File: config.mk
export PLATFORM = sky130hd
export DESIGN_NAME = tlb_op_ctrl_flat
export DESIGN_NICKNAME = d
export VERILOG_FILES = /design/src/rtl/tlb_op_ctrl_if.sv /design/src/rtl/tlb_op_ctrl.sv /design/src/flat_wrapper.sv
export SDC_FILE = /design/constraint.sdc
export NUM_CORES = 1
export LEC_CHECK = 0
export ABC_AREA = 1
export CORE_ASPECT_RATIO = 0.9
export CORE_MARGIN = 2
export CORE_UTILIZATION = 43
export CTS_BUF_LIST = sky130_fd_sc_hd__clkbuf_4 sky130_fd_sc_hd__clkbuf_8
export DETAILED_ROUTE_END_ITERATION = 8
export PLACE_DENSITY_LB_ADDON = 0.2
export SYNTH_ARGS = -nofsm -noshare
export SYNTH_HDL_FRONTEND = slang
export SYNTH_SLANG_ARGS = --single-unit
File: constraint.sdc
create_clock -name clk -period 1.3 [get_ports clk]
set_input_delay 0.26 -clock clk [delete_from_list [all_inputs] [get_ports clk]]
set_output_delay 0.26 -clock clk [all_outputs]
set_load 0.005 [all_outputs]
File: src/rtl/tlb_op_ctrl_if.sv
// rtl/tlb_op_ctrl_if.sv - WB-side op request/completion and TLB read/write port bundle
//
// Purpose: groups every non-clock/reset signal of tlb_op_ctrl.
//   slave  modport: the sequencer (takes ops, drives TLB ports)
//   master modport: the WB stage / TLB array side
// Signals:
//   op_valid, op_type[1:0], inv_op[4:0], inv_asid[9:0], inv_vppn[18:0], csr_index  - op request
//   busy, op_done, refetch_req                                                     - op status
//   r_index, r_e, r_g, r_asid[9:0], r_vppn[18:0], r_ps[5:0]                        - TLB read port
//   csr_tlbrd_we                                                                   - CSR latch strobe for TLBRD
//   we, w_index, w_clr                                                             - TLB write port
interface tlb_op_ctrl_if #(
  parameter int IDX_W = 4
);
  logic             op_valid;
  logic [1:0]       op_type;
  logic [4:0]       inv_op;
  logic [9:0]       inv_asid;
  logic [18:0]      inv_vppn;
  logic [IDX_W-1:0] csr_index;
  logic             busy;
  logic             op_done;
  logic             refetch_req;
  logic [IDX_W-1:0] r_index;
  logic             r_e;
  logic             r_g;
  logic [9:0]       r_asid;
  logic [18:0]      r_vppn;
  logic [5:0]       r_ps;
  logic             csr_tlbrd_we;
  logic             we;
  logic [IDX_W-1:0] w_index;
  logic             w_clr;

  modport slave (
    input  op_valid, op_type, inv_op, inv_asid, inv_vppn, csr_index,
    input  r_e, r_g, r_asid, r_vppn, r_ps,
    output busy, op_done, refetch_req, r_index, csr_tlbrd_we, we, w_index, w_clr
  );

  modport master (
    output op_valid, op_type, inv_op, inv_asid, inv_vppn, csr_index,
    output r_e, r_g, r_asid, r_vppn, r_ps,
    input  busy, op_done, refetch_req, r_index, csr_tlbrd_we, we, w_index, w_clr
  );
endinterface

File: src/rtl/tlb_op_ctrl.sv
// rtl/tlb_op_ctrl.sv - TLB maintenance op sequencer (TLBRD/TLBWR/TLBFILL/INVTLB)
//
// Purpose: owns the TLB read/write ports for WB-stage TLB instructions. Single-entry
//   ops take one EXEC cycle; INVTLB sweeps every entry, clearing E on matches.
// Ports:
//   clk   - rising-edge clock
//   reset - synchronous, active-high
//   bus   - tlb_op_ctrl_if.slave (op request/status, TLB read and write ports)
// Build option:
//   TLB_FILL_RANDOM_EN - when defined, TLBFILL victim = low bits of a free-running
//                        cycle counter sampled at accept; otherwise round-robin pointer.
module tlb_op_ctrl #(
  parameter int TLBNUM = 16,
  parameter int IDX_W  = 4
) (
  input  logic          clk,
  input  logic          reset,
  tlb_op_ctrl_if.slave  bus
);

  typedef enum logic [1:0] {S_IDLE, S_EXEC, S_SWEEP, S_DONE} state_t;

  localparam logic [1:0] OP_RD   = 2'd0;
  localparam logic [1:0] OP_WR   = 2'd1;
  localparam logic [1:0] OP_FILL = 2'd2;
  localparam logic [1:0] OP_INV  = 2'd3;

  state_t           state_q, state_d;
  logic [1:0]       type_q, type_d;
  logic [4:0]       inv_op_q, inv_op_d;
  logic [9:0]       asid_q, asid_d;
  logic [18:0]      vppn_q, vppn_d;
  logic [IDX_W-1:0] idx_q, idx_d;
  logic [IDX_W-1:0] fill_idx_q, fill_idx_d;
  logic [IDX_W-1:0] cnt_q, cnt_d;
  logic [IDX_W-1:0] fill_src;

`ifdef TLB_FILL_RANDOM_EN
  logic [IDX_W-1:0] rnd_q, rnd_d;
  assign fill_src = rnd_q;
`else
  logic [IDX_W-1:0] fill_ptr_q, fill_ptr_d;
  assign fill_src = fill_ptr_q;
`endif

  // Invalidate-match on the entry currently presented by the read port.
  logic asid_eq, va_eq, sel, match;
  always_comb begin
    asid_eq = (bus.r_asid == asid_q);
    // Large pages only carry the upper VPPN bits; 4 KiB pages compare all of them.
    va_eq   = (bus.r_ps == 6'd12) ? (bus.r_vppn == vppn_q)
                                  : (bus.r_vppn[18:9] == vppn_q[18:9]);
    case (inv_op_q)
      5'd0, 5'd1: sel = 1'b1;
      5'd2:       sel = bus.r_g;
      5'd3:       sel = !bus.r_g;
      5'd4:       sel = !bus.r_g && asid_eq;
      5'd5:       sel = !bus.r_g && asid_eq && va_eq;
      5'd6:       sel = (bus.r_g || asid_eq) && va_eq;
      default:    sel = 1'b0;
    endcase
    match = bus.r_e && sel;
  end

  always_comb begin
    state_d    = state_q;
    type_d     = type_q;
    inv_op_d   = inv_op_q;
    asid_d     = asid_q;
    vppn_d     = vppn_q;
    idx_d      = idx_q;
    fill_idx_d = fill_idx_q;
    cnt_d      = cnt_q;
`ifdef TLB_FILL_RANDOM_EN
    rnd_d      = rnd_q + 1'b1;
`else
    fill_ptr_d = fill_ptr_q;
`endif
    case (state_q)
      S_IDLE: begin
        if (bus.op_valid) begin
          type_d     = bus.op_type;
          inv_op_d   = bus.inv_op;
          asid_d     = bus.inv_asid;
          vppn_d     = bus.inv_vppn;
          idx_d      = bus.csr_index;
          fill_idx_d = fill_src;
          cnt_d      = '0;
          if (bus.op_type == OP_INV)
            state_d = (bus.inv_op > 5'd6) ? S_DONE : S_SWEEP;
          else
            state_d = S_EXEC;
        end
      end
      S_EXEC: begin
        state_d = S_DONE;
`ifndef TLB_FILL_RANDOM_EN
        if (type_q == OP_FILL)
          fill_ptr_d = fill_ptr_q + 1'b1;
`endif
      end
      S_SWEEP: begin
        cnt_d = cnt_q + 1'b1;
        if (cnt_q == IDX_W'(TLBNUM - 1))
          state_d = S_DONE;
      end
      default: state_d = S_IDLE;
    endcase
  end

  always_ff @(posedge clk) begin
    if (reset) begin
      state_q    <= S_IDLE;
      type_q     <= OP_RD;
      inv_op_q   <= '0;
      asid_q     <= '0;
      vppn_q     <= '0;
      idx_q      <= '0;
      fill_idx_q <= '0;
      cnt_q      <= '0;
`ifdef TLB_FILL_RANDOM_EN
      rnd_q      <= '0;
`else
      fill_ptr_q <= '0;
`endif
    end else begin
      state_q    <= state_d;
      type_q     <= type_d;
      inv_op_q   <= inv_op_d;
      asid_q     <= asid_d;
      vppn_q     <= vppn_d;
      idx_q      <= idx_d;
      fill_idx_q <= fill_idx_d;
      cnt_q      <= cnt_d;
`ifdef TLB_FILL_RANDOM_EN
      rnd_q      <= rnd_d;
`else
      fill_ptr_q <= fill_ptr_d;
`endif
    end
  end

  // Outputs decode from registered state; only the sweep write enable also
  // depends on the read-port data for the entry being visited.
  logic exec_rd, exec_wr, exec_fill, sweeping;
  always_comb begin
    exec_rd   = (state_q == S_EXEC) && (type_q == OP_RD);
    exec_wr   = (state_q == S_EXEC) && (type_q == OP_WR);
    exec_fill = (state_q == S_EXEC) && (type_q == OP_FILL);
    sweeping  = (state_q == S_SWEEP);
  end

  assign bus.busy         = (state_q != S_IDLE);
  assign bus.op_done      = (state_q == S_DONE);
  assign bus.refetch_req  = (state_q == S_DONE) && (type_q != OP_RD);
  assign bus.csr_tlbrd_we = exec_rd;
  assign bus.r_index      = sweeping ? cnt_q : (exec_rd ? idx_q : '0);
  assign bus.we           = exec_wr || exec_fill || (sweeping && match);
  assign bus.w_index      = sweeping  ? cnt_q      :
                            exec_wr   ? idx_q      :
                            exec_fill ? fill_idx_q : '0;
  assign bus.w_clr        = sweeping;

endmodule

File: src/flat_wrapper.sv
// flat-port wrapper written by rule: the top's interface ports become plain ports
module tlb_op_ctrl_flat 
#(
  parameter int TLBNUM = 16,
  parameter int IDX_W  = 4
)
  (clk, reset, bus_op_valid, bus_op_type, bus_inv_op, bus_inv_asid, bus_inv_vppn, bus_csr_index, bus_r_e, bus_r_g, bus_r_asid, bus_r_vppn, bus_r_ps, bus_busy, bus_op_done, bus_refetch_req, bus_r_index, bus_csr_tlbrd_we, bus_we, bus_w_index, bus_w_clr);
  tlb_op_ctrl_if #(.IDX_W(IDX_W)) bus_i ();
  input  logic clk;
  input  logic reset;
  input wire logic [$bits(bus_i.op_valid)-1:0] bus_op_valid;
  input wire logic [$bits(bus_i.op_type)-1:0] bus_op_type;
  input wire logic [$bits(bus_i.inv_op)-1:0] bus_inv_op;
  input wire logic [$bits(bus_i.inv_asid)-1:0] bus_inv_asid;
  input wire logic [$bits(bus_i.inv_vppn)-1:0] bus_inv_vppn;
  input wire logic [$bits(bus_i.csr_index)-1:0] bus_csr_index;
  input wire logic [$bits(bus_i.r_e)-1:0] bus_r_e;
  input wire logic [$bits(bus_i.r_g)-1:0] bus_r_g;
  input wire logic [$bits(bus_i.r_asid)-1:0] bus_r_asid;
  input wire logic [$bits(bus_i.r_vppn)-1:0] bus_r_vppn;
  input wire logic [$bits(bus_i.r_ps)-1:0] bus_r_ps;
  output wire logic [$bits(bus_i.busy)-1:0] bus_busy;
  output wire logic [$bits(bus_i.op_done)-1:0] bus_op_done;
  output wire logic [$bits(bus_i.refetch_req)-1:0] bus_refetch_req;
  output wire logic [$bits(bus_i.r_index)-1:0] bus_r_index;
  output wire logic [$bits(bus_i.csr_tlbrd_we)-1:0] bus_csr_tlbrd_we;
  output wire logic [$bits(bus_i.we)-1:0] bus_we;
  output wire logic [$bits(bus_i.w_index)-1:0] bus_w_index;
  output wire logic [$bits(bus_i.w_clr)-1:0] bus_w_clr;
  assign bus_i.op_valid = bus_op_valid;
  assign bus_i.op_type = bus_op_type;
  assign bus_i.inv_op = bus_inv_op;
  assign bus_i.inv_asid = bus_inv_asid;
  assign bus_i.inv_vppn = bus_inv_vppn;
  assign bus_i.csr_index = bus_csr_index;
  assign bus_i.r_e = bus_r_e;
  assign bus_i.r_g = bus_r_g;
  assign bus_i.r_asid = bus_r_asid;
  assign bus_i.r_vppn = bus_r_vppn;
  assign bus_i.r_ps = bus_r_ps;
  assign bus_busy = bus_i.busy;
  assign bus_op_done = bus_i.op_done;
  assign bus_refetch_req = bus_i.refetch_req;
  assign bus_r_index = bus_i.r_index;
  assign bus_csr_tlbrd_we = bus_i.csr_tlbrd_we;
  assign bus_we = bus_i.we;
  assign bus_w_index = bus_i.w_index;
  assign bus_w_clr = bus_i.w_clr;
  tlb_op_ctrl #(.TLBNUM(TLBNUM), .IDX_W(IDX_W)) u_core (.clk(clk), .reset(reset), .bus(bus_i));
endmodule
==> results.yml, run 1 <==
grt:
  grt_pass1_wl_um: 16800
  antenna_found_initial: 0
  grt_pass1_vias: 3539
  grt_max_degree: 40
  grt-ovfl-total: 0
  grt_usage_pct: 29.3
power:
  pwr_density_cell_nw_per_um2: 1570
  static-leakage-power_nw: 2.39
  power_mw: 8.81
  ir_worst_vdd_uv: 813
floorplan:
  core_sq_um: 6520
  io_pins: 94
  die_w_um: 90.0
  start_util_pct: 43.9
  dieArea_sq_um: 7320
  chipHeight_um: 81.4
  rows: 28
timing:
  relSlewSlack_pct: 67.0
  rsz0062_at_grt: "yes"
  worstMarginPinSlew_ns: 0.494
  fin_crit_sh_pct: 170
  slew_viol_final: 0
  setup_slack_ns: -0.911
  setup-violations-final: 68
  fmax_mhz: 452
  finalHoldViolCount: 0
  skew_ns: 0.00512
  timing.final.crit_period_ns: 2.21
  setup-tns-final_ns: -20.28
routing:
  drtIter0Drc: 233
  first_pass_iters: 5
  drtAntennaViolNets: 0
  vias: 3837
  wl_per_cell_um: 20.3
  wl_um: 13700
  vias_per_cell: 5.67
  drc: 0
yosys:
  muxShareOfSynthArea_pct: 0
  yosysWarnings: 0
  synth-compound-area-share_pct: 19.9
  syn_inst: 421
  synth-simple-area-share_pct: 26.0
  seq_area_frac_synth_pct: 37.8
  ys_ff_latch: 54
  avgSynthCellArea_sq_um: 6.80
  synthAdderAreaFrac_pct: 2.62
  syn_area_sq_um: 2860
  synth_top_family_by_area: "simple AND/OR/NAND/NOR gates"
  synth.distinct_cells: 37
  syn_nets: 507
  synth-xor-area-share_pct: 3.06
layout:
  drive_above_1_share_pct: 47.9
  finalNetCount: 672
  insertedDiodeCount: 0
  area_delta_synth_final_pct: 95.9
worst_setup_path:
  reg2reg_to: "u_core.type_q[0]"
  rr_startpoint: "u_core.state_q[0]"
  critPathLaunchType: "input pin"
  crit_type: "input pin to primary output"
  r2r_cells: 10
  worst-path-max-fanout: 2
  endpoint_kind: "primary output"
  cp.arrival_ns: 1.95
  reg2reg_slack_ns: -0.41
  required_ns: 1.04
min_path:
  min_from: "u_core.vppn_q[9]"
  min_path_type: "register to register"
  holdPathEnd: "u_core.vppn_q[9]"
  whs_path_depth: 2
clocking:
  numClockSinks: 54
  clk_pin_slew_ns: 0.11
  cts_buffer_depth: 2
  insertion_delay_ns: 0.33
  cts_made_buffers: 5
  clock-root-buffer: "clkbuf_8"
  cts_tree: "yes"
  hold_buffers: 0
  cts-htree-levels: 2
run:
  cap_violations: 0
run_status:
  violations: "setup timing"
  status: "finished with violations"
placed_design:
  hpwl_um: 5960
  finalWeightedCongestion: 0.868
  port_buffers: 93
critical path, cell delays in order:
cell             delay, ns
clkdlybuf4s50_1       0.45
nor2_1                0.18
nor2_1                0.09
nor2_1                0.17
nand2_1               0.12
nor3_2                0.19
nand3_1               0.15
nand2_1               0.09
nand2_1               0.06
nand2_2               0.10
buf_6                 0.10
repair_timing:
item,in CTS,in global routing
endpoints found under the setup margin,68,68
buffers inserted,16,11
gates cloned,8,2
hold endpoints to repair,0,0
gates resized for setup,254,104
pin swaps,30,39
sequential cells by signal, indices dropped and copies added (netlist names):
signal	flops
u_core.idx_q	4
u_core.state_q	2
u_core.asid_q	10
u_core.fill_idx_q	4
u_core.fill_ptr_q	4
u_core.type_q	2
u_core.cnt_q	4
u_core.vppn_q	19
u_core.inv_op_q	5
metal layers:
layer  track usage (%)  vias up  wire length, um
met3              7.05      108             1000
li1                  -     1687                -
met2              53.1      264             6860
met5                 0        -                0
met1              32.3     1778             4910
met4              16.0        0              962
report_power, final:
part	internal, mW	switching, mW	leakage (nW)
clock network	0.589	0.643	0.0591
registers	2.12	0.404	0.454
logic	2.55	2.50	1.88
final cells by class:
type	instances	area, sq um
repair buffers	171	1830
repair inverters	1	11.3
clock buffers	5	68.8
multi-input cells	293	2150
fillers	348	910
inverters	60	268
clock inverters	3	47.5
well taps	90	113
flip-flops and latches	54	1120
synth_stat cells, drive strengths merged:
library cell  instances  area [sq um]
a2111oi               1          27.5
a211oi                2          15.0
a21oi                36           184
a311oi                1          8.76
and3                  2          12.5
buf                   5          38.8
clkbuf               10          40.0
dfxtp                54          1080
ha                    6          75.1
inv                  60           225
nand2                81           307
nand3                16          80.1
nand4                 3          25.0
nor2                 63           255
nor3                  6          46.3
nor4                  1          6.26
o211ai                5          42.5
o21a                  1          7.51
o21ai                56           284
or2                   2          12.5
xnor2                 8          70.1
xor2                  2          17.5
metrics by stage:
| step | instance area, sq um | util [%] | setup WS [ns] | instances | hold slack, ns |
|---|---|---|---|---|---|
| after floorplan | 2920 | - | -0.0499 | 421 | 0.322 |
| final | 5610 | 86.0 | -0.911 | 677 | 0.471 |
| after global routing | 5610 | 86.0 | -0.933 | 677 | 0.483 |
| after detailed placement | 4290 | 65.8 | -1.10 | 639 | 0.464 |
| after global placement | 4290 | 65.8 | -1.07 | 639 | 0.451 |
| after CTS | 5150 | 79.1 | -0.607 | 669 | 0.464 |
placed cells by master (no fill, tap or decap), types with 5 or more instances in the layout:
cell type and instances:
buf_4 38, dlymetal6s2s_1 6, nand3_2 7, nor2_1 46, buf_12 10, dfxtp_2 20
o21ai_2 39, dlygate4sd2_1 10, xnor2_1 8, o21ai_4 14, buf_6 24, a21oi_1 9
nand2_1 68, nand2_2 12, clkbuf_8 5, a21oi_2 26, buf_16 5, nor2_2 13
clkdlybuf4s50_1 63, buf_2 9, inv_2 15, inv_1 38, nand3_1 8, dfxtp_1 31
worst max-delay path by stage:
stage | start | to | slack (ns) | cells after the start
floorplan | u_core.state_q[0] | bus_w_index[0] | -0.05 | 7
global route | u_core.inv_op_q[4] | bus_we | -0.93 | 10
detailed placement | bus_r_vppn[13] | bus_we | -1.10 | 12
finish | bus_r_vppn[12] | bus_we | -0.91 | 11
CTS | u_core.vppn_q[14] | bus_we | -0.61 | 11
global placement | bus_r_vppn[13] | bus_we | -1.07 | 12
kinds of logic (layout without fill, tap and decap cells):
kind of cell	after synthesis	after routing
fa+ha+maj	6	6
flops	54	54
simple gates	174	175
buf+inv	75	240
compound gates	102	102
xor+xnor	10	10
No activity file was read; power rests on OpenSTA's default activity.
==> run 2, diff against run 1 <==
- CORE_UTILIZATION: 43 -> 48
- clock period: 1.3 -> 2.1 ns (I/O delays scaled with it)
==> run 2 against run 1 <==
  * The run now ends clean
  * Combinational power fell by 70%
  * Sequential power decreased by 40%
  * First-iteration DRC count down 51%
  * Core utilization shrank 9.6 points
  * Via count fell by 21%
  * Sequential share of layout area rose by 5.4 points
  * Routed wire length down 41%
  * Critical endpoint is now bus_w_index[2]
==> results.yml, run 2 (synthesis results as in run 1) <==
power:
  p_comb_share_pct: 40.6
  internal_power_mw: 2.37
  clkPwrFrac_pct: 19.4
  static-leakage-power_nw: 2.12
  seqPwrFrac_pct: 39.9
  pwr_density_cell_nw_per_um2: 865
  swShare_pct: 37.5
  netSwitchingPower_mw: 1.42
  ir_worst_vdd_uv: 517
layout:
  largest_register_ffs: 19
  layout_commonest_cell: "nand2_1"
  finalNetCount: 619
  drive_above_1_share_pct: 21.9
  finalNonFillerCells: 604
  area_delta_synth_final_pct: 52.9
  insertedDiodeCount: 0
  final_cell_mix: "nand2_1 (74), nor2_1 (54), clkdlybuf4s50_1 (51)"
  top_register: "u_core.vppn_q"
  reg_top3: "u_core.vppn_q x19, u_core.asid_q x10, u_core.inv_op_q x5"
routing:
  first_pass_iters: 4
  drc: 0
  vias_per_cell: 5.01
  wl_um: 8170
  wl_per_cell_um: 13.5
  vias: 3029
  drtAntennaViolNets: 0
  drtIter0Drc: 115
worst_setup_path:
  path_buf_inv: 3
  required_ns: 1.68
  path_cells: "inv_2 > ha_4 > inv_4 > nor3_4 > nand3_1 > o211ai_1 > dlygate4sd2_1"
  max_stage_delay_ns: 0.34
  critPathLaunchType: "register"
  endpoint_kind: "primary output"
  reg2reg_slack_ns: 0.28
  cp.arrival_ns: 1.63
  crit_type: "register to primary output"
  crit_path_top_delay_cell: "dfxtp_2"
  worst-path-max-fanout: 5
  crit_family: "buffers and inverters"
clocking:
  cts_tree: "yes"
  insertion_delay_ns: 0.32
  clk_pin_slew_ns: 0.10
  clock-root-buffer: "clkbuf_8"
  hold_buffers: 0
  cts-htree-levels: 2
  cts_made_buffers: 5
  cts_buffer_depth: 2
  numClockSinks: 54
timing:
  timing.final.crit_period_ns: 2.05
  setup-violations-final: 0
  finalHoldViolCount: 0
  slew_viol_final: 0
  skew_ns: 0.00738
  setup-tns-final_ns: 0
  worstMarginPinSlew_ns: 0.321
  relSlewSlack_pct: 78.6
  rsz0062_at_grt: "yes"
  fmax_mhz: 488
  fin_crit_sh_pct: 97.6
grt:
  antenna_found_initial: 0
  grt-ovfl-total: 0
  grt_max_degree: 49
  grt_pass1_wl_um: 12900
  grt_pass1_vias: 2915
  grt_usage_pct: 24.2
floorplan:
  chipHeight_um: 77.2
  start_util_pct: 50.0
  dieArea_sq_um: 6600
  core_sq_um: 5730
  rows: 26
  io_pins: 94
  die_w_um: 85.4
min_path:
  min_path_type: "register to register"
placed_design:
  finalWeightedCongestion: 0.878
  place_inst: 584
  port_buffers: 93
  hpwl_um: 5500
run:
  cap_violations: 0
run_status:
  status: "complete, no violations"
-- run 2: routing by layer --
metal / track usage (%) / up-vias / wire length, um
met1: 30.4 / 1373 / 3490
met2: 42.1 / 75 / 4100
met5: 0 / - / 0
met4: 7.62 / 0 / 111
met3: 3.88 / 12 / 479
li1: - / 1569 / -
-- run 2: power by group through the flow --
| stage | combinational, mW | clock (mW) | sequential, mW |
|---|---|---|---|
| 5_1_grt | 1.73 | 0.777 | 1.54 |
| 4_1_cts | 1.41 | 0.736 | 1.47 |
| 3_5_place_dp | 1.32 | 0 | 1.48 |
| 6_report | 1.54 | 0.736 | 1.51 |
| 2_1_floorplan | 0.851 | 0 | 1.44 |
| 3_3_place_gp | 1.28 | 0 | 1.47 |
-- run 2: worst paths after layout --
check,to,from,depth (start not counted)
setup / recovery,bus_w_index[2],u_core.state_q[1],7
hold / removal,u_core.asid_q[3],u_core.asid_q[3],2
setup reg to reg,u_core.cnt_q[3],u_core.state_q[1],8
hold reg to reg,u_core.asid_q[3],u_core.asid_q[3],2
-- run 2: timing repair --
item                                    4_1_cts  5_1_grt
gates cloned                                  1        0
pin swaps                                     7       41
endpoints found under the setup margin       11       14
buffers inserted                              8        5
resized for setup                            53       86
-- run 2: area by class of cell --
class	count	area, sq um
repair inverters	1	7.51
repair buffers	119	1180
fillers	440	1350
multi-input cells	292	1650
clock buffers	6	76.3
well taps	70	87.6
clock inverters	2	37.5
flip-flops and latches	54	1110
inverters	60	228
-- run 2: stage by stage --
stage / total power, mW / area, sq um / worst slack, ns / util, % / hold slack (ns)
4_1_cts: 3.61 / 4120 / -0.215 / 72.0 / 0.476
6_report: 3.78 / 4370 / 0.0502 / 76.4 / 0.474
3_3_place_gp: 2.75 / 3930 / -0.589 / 68.6 / 0.453
2_1_floorplan: 2.29 / 2860 / 0.443 / - / 0.442
5_1_grt: 4.05 / 4370 / -0.0879 / 76.4 / 0.500
3_5_place_dp: 2.80 / 3930 / -0.588 / 68.6 / 0.462
-- run 2: worst min-delay path, stage by stage, from the launching register on --
cell     delay (ns)
dfxtp_1        0.32
inv_1          0.06
a21oi_1        0.05
==> run 3, diff against run 2 <==
- SLEW_MARGIN: not set -> 20
- clock period: 2.1 -> 2.2 ns (I/O delays scaled with it)
==> run 3 against run 2 <==
  * Die area unchanged
  * Register-to-register slack better by 0.17 ns
  * Critical endpoint is now bus_w_index[3]
  * Final cell count down 1.5%
  * Setup slack worse by 0.0095 ns
  * Sequential share of layout area up 0.67 points
  * Combinational power down 15%
  * Largest cell class unchanged
  * Flip-flop and latch count unchanged
  * Clock skew down 0.0011 ns
  * First-iteration DRC count down 12%
  * Routed wire length down 8.9%
==> results.yml, run 3 (synthesis results as in run 1) <==
run_status:
  status: "complete, no violations"
timing:
  skew_ns: 0.00625
  fmax_mhz: 463
  slew_viol_final: 0
  finalHoldViolCount: 0
  setup-tns-final_ns: 0
  setup-violations-final: 0
  setup_slack_ns: 0.0406
  timing.final.crit_period_ns: 2.16
  rsz0062_at_grt: "yes"
  whs_ns: 0.467
  fin_crit_sh_pct: 98.2
  worstMarginPinSlew_ns: 0.386
  relSlewSlack_pct: 74.3
placed_design:
  dp_slack_ns: -0.532
  port_buffers: 93
  hpwl_um: 5470
  finalWeightedCongestion: 0.880
  placed_area_sq_um: 3910
clocking:
  cts_made_buffers: 5
  cts_tree: "yes"
  cts_buffer_depth: 2
  hold_buffers: 0
  numClockSinks: 54
  clk_pin_slew_ns: 0.09
  clock-root-buffer: "clkbuf_8"
  cts-htree-levels: 2
  insertion_delay_ns: 0.31
grt:
  grt_pass1_wl_um: 12100
  grt_pass1_vias: 2858
  antenna_found_initial: 0
  grt-ovfl-total: 0
  grt_max_degree: 46
  grt_usage_pct: 22.6
routing:
  met1_length_um: 3330
  wl_per_cell_um: 12.5
  vias: 2975
  drtIter0Drc: 101
  top_layer: "met4"
  wl_met3_um: 408
  drc: 0
  wl_um: 7440
  wl_met2_um: 3570
  drtAntennaViolNets: 0
  first_pass_iters: 4
  vias_per_cell: 5.00
worst_setup_path:
  crit_type: "register to primary output"
  rr_startpoint: "u_core.state_q[0]"
  startpoint: "u_core.state_q[1]"
  critPathLaunchType: "register"
  worst-path-max-fanout: 5
  crit_path_top_delay_cell: "dfxtp_2"
  path_cells: "inv_2 > ha_2 > inv_2 > nor3_4 > nand3_1 > o211ai_1 > clkdlybuf4s15_1"
  cp.arrival_ns: 1.72
  endpoint_kind: "primary output"
  path_common_cell: "inv_2"
  required_ns: 1.76
  max_stage_delay_ns: 0.34
floorplan:
  rows: 26
  die_w_um: 85.4
  core_sq_um: 5730
  chipHeight_um: 77.2
  dieArea_sq_um: 6600
  start_util_pct: 50.0
  io_pins: 94
power:
  pwr_density_cell_nw_per_um2: 793
  swShare_pct: 37.2
  p_comb_share_pct: 39.7
  clkPwrFrac_pct: 18.0
  netSwitchingPower_mw: 1.23
  static-leakage-power_nw: 2.02
  ir_worst_vdd_uv: 648
  internal_power_mw: 2.08
  seqPwrFrac_pct: 42.3
run:
  cap_violations: 0
layout:
  reg_top3: "u_core.vppn_q x19, u_core.asid_q x10, u_core.inv_op_q x5"
  top_register: "u_core.vppn_q"
  area_delta_synth_final_pct: 45.9
  insertedDiodeCount: 0
  final_cell_mix: "nand2_1 (79), clkdlybuf4s50_1 (56), nor2_1 (54)"
  finalNetCount: 610
  postLayoutCoreUtil_pct: 72.9
  layout_commonest_cell: "nand2_1"
  fillerInstances: 495
  drive_above_1_share_pct: 14.5
  largest_register_ffs: 19
  stdcell_area_sq_um: 4170
min_path:
  min_from: "u_core.vppn_q[16]"
  min_path_type: "register to register"
==> run 3: cell types whose count changed in the layout (fill, tap and decap cells not counted), sizes merged <==
| cell | previous run | this run |
|---|---|---|
| dlymetal6s2s | 30 | 27 |
| clkinvlp | 2 | 1 |
| clkbuf | 7 | 8 |
| buf | 32 | 19 |
| bufinv | 1 | 0 |
| clkdlybuf4s50 | 51 | 56 |
| dlygate4sd2 | 3 | 5 |
| clkinv | 0 | 1 |
==> run 3: worst paths after layout <==
path	end	slack [ns]	cells after the start
worst max register to register	u_core.cnt_q[3]	0.45	7
worst min register to register	u_core.vppn_q[16]	0.47	2
worst min-delay path	u_core.vppn_q[16]	0.47	2
worst max-delay path	bus_w_index[3]	0.04	7
==> run 3: metrics by stage <==
step,cells,power [mW]
floorplan,421,2.19
global placement,583,2.61
detailed placement,583,2.65
CTS,594,3.25
global route,595,3.56
finish,595,3.31
==> run 3: metal layers <==
layer | vias up | global-route usage [%]
met5 | - | 0
met4 | 0 | 7.46
met3 | 13 | 4.09
met2 | 88 | 39.1
met1 | 1320 | 28.3
li1 | 1554 | -
==> run 3: what timing repair did <==
item	4_1_cts	5_1_grt
pin swaps	2	28
gates cloned	1	0
gates resized for setup	18	68
buffers inserted	2	1
setup endpoints to repair	9	11
==> run 3: critical path: cells and delay by family, from the launching register on <==
family	cells	cell delay [ns]
and+or+nand+nor	2	0.41
buffers and inverters	3	0.37
DFF	1	0.34
adders and majority gates	1	0.16
AOI/OAI and AO/OA	1	0.13
==> run 3: layout make-up <==
cell class                      instances  area, sq um  share of cell area (%)
Multi-Input combinational cell        292         1560                    37.4
Timing Repair Buffer                  110         1110                    26.6
Sequential cell                        54         1080                    26.0
Inverter                               60          225                    5.40
Clock buffer                            7         90.1                    2.16
Tap cell                               70         87.6                    2.10
Timing Repair inverter                  1         7.51                   0.180
Clock inverter                          1         5.00                   0.120
==> run 3: power by group through the flow <==
stage	sequential (mW)	combinational [mW]	clock, mW
after floorplan	1.37	0.813	0
after global placement	1.40	1.21	0
after detailed placement	1.41	1.25	0
after CTS	1.39	1.26	0.603
after global routing	1.43	1.48	0.638
final	1.40	1.31	0.595
